## src/rtl/piso_tx_pkg.sv

```systemverilog
// piso_tx_pkg -- shared types and sizing helpers for the piso_tx transmitter.
//
// Contents:
//   state_e      : transmitter FSM states (IDLE, SHIFT, DONE)
//   PARITY_BITS  : 1 when PISO_TX_PARITY_EN is defined, otherwise 0
//   calc_nbits() : serial bits per frame for a given data width
//   cnt_width()  : width of a counter that must hold 0..n without wrapping
//
// Optional feature macro: PISO_TX_PARITY_EN (appends an even-parity bit).
package piso_tx_pkg;

    typedef enum logic [1:0] {
        ST_IDLE  = 2'd0,
        ST_SHIFT = 2'd1,
        ST_DONE  = 2'd2
    } state_e;

`ifdef PISO_TX_PARITY_EN
    localparam int unsigned PARITY_BITS = 32'd1;
`else
    localparam int unsigned PARITY_BITS = 32'd0;
`endif

    // Frame length in serial bits: the data word plus the optional parity bit.
    function automatic int unsigned calc_nbits(input int unsigned width);
        return width + PARITY_BITS;
    endfunction

    // ceil(log2(n+1)), floored at one bit so a counter always exists.
    function automatic int unsigned cnt_width(input int unsigned n);
        int unsigned w;
        w = $clog2(n + 32'd1);
        if (w < 32'd1) begin
            w = 32'd1;
        end else begin
            w = w;
        end
        return w;
    endfunction

endpackage

```

## src/rtl/piso_tx_bit_tick_gen.sv

```systemverilog
// bit_tick_gen -- DIV-cycle bit-period divider for piso_tx.
//
// Ports:
//   clk_i  : clock, rising edge
//   rst_i  : asynchronous active-low reset
//   clr_i  : synchronous clear; holds the count at 0 while high
//   tick_o : high during the last (DIV-th) cycle of each bit period
module bit_tick_gen #(
    parameter int unsigned DIV = 4
) (
    input  logic clk_i,
    input  logic rst_i,
    input  logic clr_i,
    output logic tick_o
);

    // A one-bit counter is kept for DIV=1 so the compare below is always legal.
    localparam int unsigned CW = (DIV > 32'd1) ? $clog2(DIV) : 32'd1;
    localparam logic [CW-1:0] LAST = CW'(DIV - 32'd1);

    logic [CW-1:0] cnt_q;
    logic [CW-1:0] cnt_d;

    // Next count: clear on request, wrap after the last cycle of a bit.
    always_comb begin
        cnt_d = cnt_q;
        if (clr_i) begin
            cnt_d = '0;
        end else if (cnt_q == LAST) begin
            cnt_d = '0;
        end else begin
            cnt_d = cnt_q + CW'(1);
        end
    end

    // Count register.
    always_ff @(posedge clk_i or negedge rst_i) begin
        if (!rst_i) begin
            cnt_q <= '0;
        end else begin
            cnt_q <= cnt_d;
        end
    end

    assign tick_o = !clr_i && (cnt_q == LAST);

endmodule

```

## src/rtl/piso_tx.sv

```systemverilog
// piso_tx -- parallel-in, serial-out transmitter, LSB first, one bit per DIV
// clocks, with a valid/ready input handshake.
//
// Ports:
//   clk_i   : clock, rising edge
//   rst_i   : asynchronous active-low reset
//   valid_i : source offers data_i
//   data_i  : parallel word, sampled only on accept (valid_i && ready_o)
//   ready_o : high only in IDLE
//   q_o     : serial line, 0 outside a frame
//   frame_o : high while q_o carries a frame bit
//   done_o  : one-cycle pulse after the last frame bit
//
// Optional feature macro: PISO_TX_PARITY_EN appends an even-parity bit
// (XOR of the word) as the final serial bit.
module piso_tx
    import piso_tx_pkg::*;
#(
    parameter int unsigned WIDTH = 4,
    parameter int unsigned DIV   = 4
) (
    input  logic             clk_i,
    input  logic             rst_i,
    input  logic             valid_i,
    input  logic [WIDTH-1:0] data_i,
    output logic             ready_o,
    output logic             q_o,
    output logic             frame_o,
    output logic             done_o
);

    localparam int unsigned NBITS = calc_nbits(WIDTH);
    localparam int unsigned CNT_W = cnt_width(NBITS);
    localparam logic [CNT_W-1:0] LAST_BIT = CNT_W'(NBITS - 32'd1);

    state_e             state_q;
    state_e             state_d;
    logic [NBITS-1:0]   shreg_q;
    logic [NBITS-1:0]   shreg_d;
    logic [CNT_W-1:0]   bitcnt_q;
    logic [CNT_W-1:0]   bitcnt_d;
    logic               tick_s;
    logic               accept_s;
    logic [NBITS-1:0]   load_word_s;

`ifdef PISO_TX_PARITY_EN
    // Even parity: the parity bit makes the total count of ones even.
    function automatic logic even_parity(input logic [WIDTH-1:0] d);
        return ^d;
    endfunction

    assign load_word_s = {even_parity(data_i), data_i};
`else
    assign load_word_s = data_i;
`endif

    assign accept_s = valid_i && (state_q == ST_IDLE);

    // The divider only runs while a frame is on the line, so each frame's
    // first bit gets a full DIV cycles.
    bit_tick_gen #(
        .DIV (DIV)
    ) u_tick (
        .clk_i  (clk_i),
        .rst_i  (rst_i),
        .clr_i  (state_q != ST_SHIFT),
        .tick_o (tick_s)
    );

    // Next-state logic for the FSM, shift register and bit counter.
    always_comb begin
        state_d  = state_q;
        shreg_d  = shreg_q;
        bitcnt_d = bitcnt_q;
        case (state_q)
            ST_IDLE: begin
                if (accept_s) begin
                    shreg_d  = load_word_s;
                    bitcnt_d = '0;
                    state_d  = ST_SHIFT;
                end else begin
                    state_d  = ST_IDLE;
                end
            end
            ST_SHIFT: begin
                if (tick_s) begin
                    shreg_d  = shreg_q >> 1;
                    bitcnt_d = bitcnt_q + CNT_W'(1);
                    if (bitcnt_q == LAST_BIT) begin
                        state_d = ST_DONE;
                    end else begin
                        state_d = ST_SHIFT;
                    end
                end else begin
                    state_d = ST_SHIFT;
                end
            end
            ST_DONE: begin
                state_d = ST_IDLE;
            end
            default: begin
                state_d = ST_IDLE;
            end
        endcase
    end

    // State, shift register and bit counter registers.
    always_ff @(posedge clk_i or negedge rst_i) begin
        if (!rst_i) begin
            state_q  <= ST_IDLE;
            shreg_q  <= '0;
            bitcnt_q <= '0;
        end else begin
            state_q  <= state_d;
            shreg_q  <= shreg_d;
            bitcnt_q <= bitcnt_d;
        end
    end

    // Outputs decode registered state only; nothing depends on valid_i.
    assign ready_o = (state_q == ST_IDLE);
    assign frame_o = (state_q == ST_SHIFT);
    assign done_o  = (state_q == ST_DONE);
    assign q_o     = (state_q == ST_SHIFT) && shreg_q[0];

endmodule

```

## config.mk

```make
export PLATFORM = sky130hd
export DESIGN_NAME = piso_tx
export DESIGN_NICKNAME = d
export VERILOG_FILES = /design/src/rtl/piso_tx_pkg.sv /design/src/rtl/piso_tx_bit_tick_gen.sv /design/src/rtl/piso_tx.sv
export SDC_FILE = /design/constraint.sdc
export NUM_CORES = 1
export LEC_CHECK = 0
export CAP_MARGIN = 20
export CORE_AREA = 2 2 39 41
export DETAILED_ROUTE_END_ITERATION = 6
export DIE_AREA = 0 0 41 43
export HOLD_SLACK_MARGIN = 0.1
export PLACE_DENSITY = 0.73
export SYNTH_ARGS = -nofsm -noshare
export SYNTH_HDL_FRONTEND = slang
export SYNTH_SLANG_ARGS = --single-unit
```

## constraint.sdc

```tcl
create_clock -name clk_i -period 3 [get_ports clk_i]
set_input_delay 0.3 -clock clk_i [delete_from_list [all_inputs] [get_ports clk_i]]
set_output_delay 0.3 -clock clk_i [all_outputs]
set_load 0.02 [all_outputs]
```

==> After elaboration in Yosys (flattened, before gate mapping) <==
Index checks and enable logic that the tools add are counted.
{ "classes": {"add_sub_neg": 2, "eq_ne": 7, "mux": 12, "n_reduce_logical": 7} }
{ "ops": {"columns": ["operator", "n"], "rows": [
  ["$mux 2", 4],
  ["$mux 4", 2],
  ["$pmux 4 s2", 1],
  ["$mux 3", 2],
  ["$ne 2x1->1 const B", 3],
  ["$pmux 3 s2", 1],
  ["$eq 2x2->1 const B", 2],
  ["$pmux 2 s2", 1],
  ["$add 3x1->3 const B", 1],
  ["$eq 3x2->1 const B", 1],
  ["$logic_and 1x1->1", 3],
  ["$reduce_and 3->1", 1],
  ["$add 2x1->2 const B", 1],
  ["$eq 2x1->1 const B", 1],
  ["$logic_not 2->1", 1],
  ["$reduce_bool 2->1", 1],
  ["$logic_not 1->1", 1],
  ["$mux 1", 1]
]} }
{ "word_totals": {"regBits": 11, "in_bits": 7, "output_inout_bits": 4, "word_cells": 32} }

==> Logic depth before layout (Yosys ltp) <==
{ "logic_depth": {"word_depth": 5, "mapped_depth": 6, "mapped_depth_nobuf": 4} }

==> Cells and area by module <==
From an unflattened synthesis, not the netlist that was laid out.
{ "unflattened": {"hier_cells": 45, "area_unflattened_um2": 588.1} }
{ "by_module_without_submodules": {"columns": ["mod", "n_inst", "cells_per_inst", "area_each_um2", "seq_area_each_um2"], "rows": [
  ["piso_tx", 1, 39, 503.0, 225.2],
  ["bit_tick_gen", 1, 6, 85.1, 50.0]
]} }

==> Least setup slack after synthesis <==
Ideal clock, no wire load.
{ "synth_path": {"path_type": "reg2out", "startpoint": "register state_q[1]", "endpoint": "output q_o", "t_arrival_ps": 1196, "required_time_ps": 2700, "path_slack_ps": 1504, "path_stages_with_launch": 6, "n_path_buf": 2, "path_cell_list": "dfrtp_1 buf_6 nand2b_4 buf_6 inv_1 and2_1"} }
{ "synth_via": {"elab_chain_cells": 2} }
{ "synth_lines": {"columns": ["item", "line", "source"], "rows": [
  ["start, declared", "piso_tx.sv:36", "state_e state_q;"],
  ["start signal, assigned", "piso_tx.sv:114", "state_q <= state_d;"],
  ["$eq 2x1->1", null, null],
  ["named net frame_o", "piso_tx.sv:28", "output logic frame_o,"],
  ["$logic_and 1x1->1", "piso_tx.sv:124", "assign q_o = (state_q == ST_SHIFT) && shreg_q[0];"],
  ["end, declared", "piso_tx.sv:27", "output logic q_o,"]
]} }
The timed path passes the listed nets, and every way through them passes these cells.

==> Final worst setup path <==
{ "layout_path": {"startpoint": "register state_q[1]", "endpoint": "output q_o"} }
{ "layout_via": {"elab_chain_cells": 2} }
{ "layout_lines": {"columns": ["item", "line"], "rows": [
  ["$eq 2x1->1", "piso_tx.sv:124"],
  ["$logic_and 1x1->1", "piso_tx.sv:124"]
]} }
Every way passes these cells.

==> impl_metrics.yaml <==
sta:
  finalClockSkew_ps: 1.014
  setup_viol: 0
  fmax_ghz: 0.4618
  finalHoldViolCount: 0
  post-route-min-period_ps: 2165
  slew_headroom_pct: 66.99
  fin_tns_setup_ps: 0
  holdWs_ps: 363.9
  drv_slew: 0
  period_share_pct: 72.18
  grt_setup_unrepaired: "false"
  worst_slew_pin_slew_ps: 493.5
outcome:
  status: "complete, no violations"
clock_network:
  cts_buffers: 3
  cts.sinks: 11
  ctsHtreeMaxLevel: 1
  clk_latency_ps: 260
  postCtsHoldBufs: 0
  cts_setup_buffers: 0
  cts_root_buffer: "clkbuf_4"
  clockBufferDepth: 2
  cts_tree: "yes"
  cts_resized: 0
  clk_pin_slew_ps: 70
job:
  maxCapViolCount: 0
finish:
  regArea_um2: 275.3
  synthToLayoutAreaGrowth_pct: 21.38
  nFillCells: 134
  drive_gt1_share_pct: 24.56
  multi_input_area_um2: 274.0
  diodes: 0
  fin_nets: 68
route:
  drc: 0
  wl_per_cell_um: 12.97
  dr.pass1.iters: 3
  via_per_inst: 5.110
  num_vias: 373
  routed_wl_um: 947
  ant_nets: 0
  drtIter0Drc: 1
grt:
  gr-total-overflow: 0
  grt_pass1_wl_mm: 1.538
  grt_max_degree: 12
  antenna_found_initial: 0
  grtUsageMet3_pct: 6.283
  grt_util_met2_pct: 20.00
  grtUsageMet1_pct: 16.44
  busiest_layer: "met2"
  first_global_vias: 369
  grt_usage_pct: 13.94
synth:
  synth_seq_cells: 11
  synthesis.nets: 55
  synth.distinct_cells: 20
  netlist_instances: 45
  syn_area_um2: 579.3
  syn_avg_cell_area_um2: 12.87
  seq_area_frac_synth_pct: 47.52
  yosysWarnings: 0
power_and_ir_drop:
  power.density_nw_per_um2: 981.3
  finalPower_mw: 0.6900
  peakVddDrop_v: 0.0004279
  p_leak_nw: 0.3232
die:
  core_area_um2: 1384
  dieHeight_um: 43
  die_area_um2: 1763
  start_util_pct: 41.86
  die_w_um: 41
  rows: 14
  ioPinCount: 11
critical_path:
  crit_path_end_kind: "output pin"
  cp_data_arrival_time_ps: 1870
  cp_slowest_stage_delay_ps: 590
  crit_type: "reg -> out"
  cp_slowest_cell: "clkdlybuf4s50_1"
  reg2reg_depth: 4
  critPathMaxFanout: 10
  worstPathCellList: "nand2b_4 > inv_1 > and2_1 > clkdlybuf4s50_1"
  required_ps: 2700
  startpoint_type: "register"
placed_design:
  place.gp.congestion: 0.7379
  dpl.hpwl_um: 716.1
  port_buffers: 10
worst_hold_path:
  hold_class: "in -> async"
==> Yosys cell counts (all sizes together) <==
| cell | number | area [µm²] |
|---|---|---|
| a311oi | 1 | 8.760 |
| and2 | 2 | 12.51 |
| and2b | 1 | 8.760 |
| and3 | 1 | 6.260 |
| buf | 2 | 22.52 |
| dfrtp | 11 | 275.3 |
| ha | 3 | 37.54 |
| inv | 2 | 7.510 |
| mux2 | 7 | 101.4 |
| mux2i | 1 | 13.76 |
| nand2 | 2 | 7.510 |
| nand2b | 1 | 13.76 |
| nand3 | 1 | 5.000 |
| nor2 | 4 | 22.52 |
| nor3 | 1 | 5.000 |
| o21ai | 3 | 15.01 |
| o31ai | 1 | 7.510 |
| o41ai | 1 | 8.760 |
==> state kept, by name, summed over array words and instances, names as in the netlist <==
register      flops
bitcnt_q          3
state_q           2
u_tick.cnt_q      2
shreg_q           4
==> power breakdown <==
group	switching (mW)	internal (mW)	total [mW]
combinational	0.154	0.187	0.341
sequential	0.0438	0.206	0.249
clock	0.0481	0.0515	0.0996
==> metal layers <==
| metal | up-vias | part of all wire (%) |
|---|---|---|
| met4 | 0 | 3.0 |
| met5 | - | 0 |
| met1 | 174 | 46 |
| met3 | 4 | 4.3 |
| li1 | 184 | - |
| met2 | 11 | 46 |
==> cell families (layout without fill, tap and decap cells) <==
| logic type | Yosys count | after routing | synth area share [%] |
|---|---|---|---|
| muxes | 8 | 8 | 19.87 |
| and+or+nand+nor | 13 | 13 | 14.04 |
| AOI/OAI and AO/OA | 6 | 6 | 6.912 |
| DFF | 11 | 11 | 47.52 |
| adders and majority gates | 3 | 3 | 6.480 |
| buffers and inverters | 4 | 16 | 5.184 |
==> worst max-delay path: cells and delay by family (launching register included) <==
kind	cells	cell delay, ps
AND/OR/NAND/NOR	2	370
buffers and inverters	2	730
flip-flops	1	500
==> final timing paths <==
| path | from | to | slack [ps] |
|---|---|---|---|
| min in group clk_i | u_tick.cnt_q[0] | u_tick.cnt_q[0] | 440 |
| worst min register to register | u_tick.cnt_q[0] | u_tick.cnt_q[0] | 440 |
| worst max-delay path | state_q[1] | q_o | 830 |
| worst min-delay path | rst_i | shreg_q[0] | 360 |
| max in group asynchronous | rst_i | state_q[0] | 2310 |
| worst max register to register | u_tick.cnt_q[0] | shreg_q[2] | 1480 |
==> per-stage QoR <==
step / area, µm² / setup slack (ps) / instances / util, %
floorplan: 579.3 / 1504 / 45 / -
global placement: 676.9 / 1179 / 69 / 48.92
detailed placement: 676.9 / 1128 / 69 / 48.92
global route: 703.2 / 714.5 / 73 / 50.81
finish: 703.2 / 834.5 / 73 / 50.81
CTS: 703.2 / 837.0 / 73 / 50.81
==> cell type report <==
cell class	count	area share, %
Sequential cell	11	39.15
Multi-Input combinational cell	30	38.97
Timing Repair Buffer	10	14.23
Clock buffer	4	3.737
Tap cell	16	2.847
Inverter	2	1.068
==> layout by cell type, fill, tap and decap left out, types with 2 or more instances in the layout <==
cell	count
inv_1	2
ha_1	3
and2_1	2
nand2_1	2
nor2_1	3
o21ai_0	3
clkdlybuf4s50_1	10
clkbuf_4	3
dfrtp_1	11
mux2_4	6
Note: power is estimated with default switching activity, not from simulation.
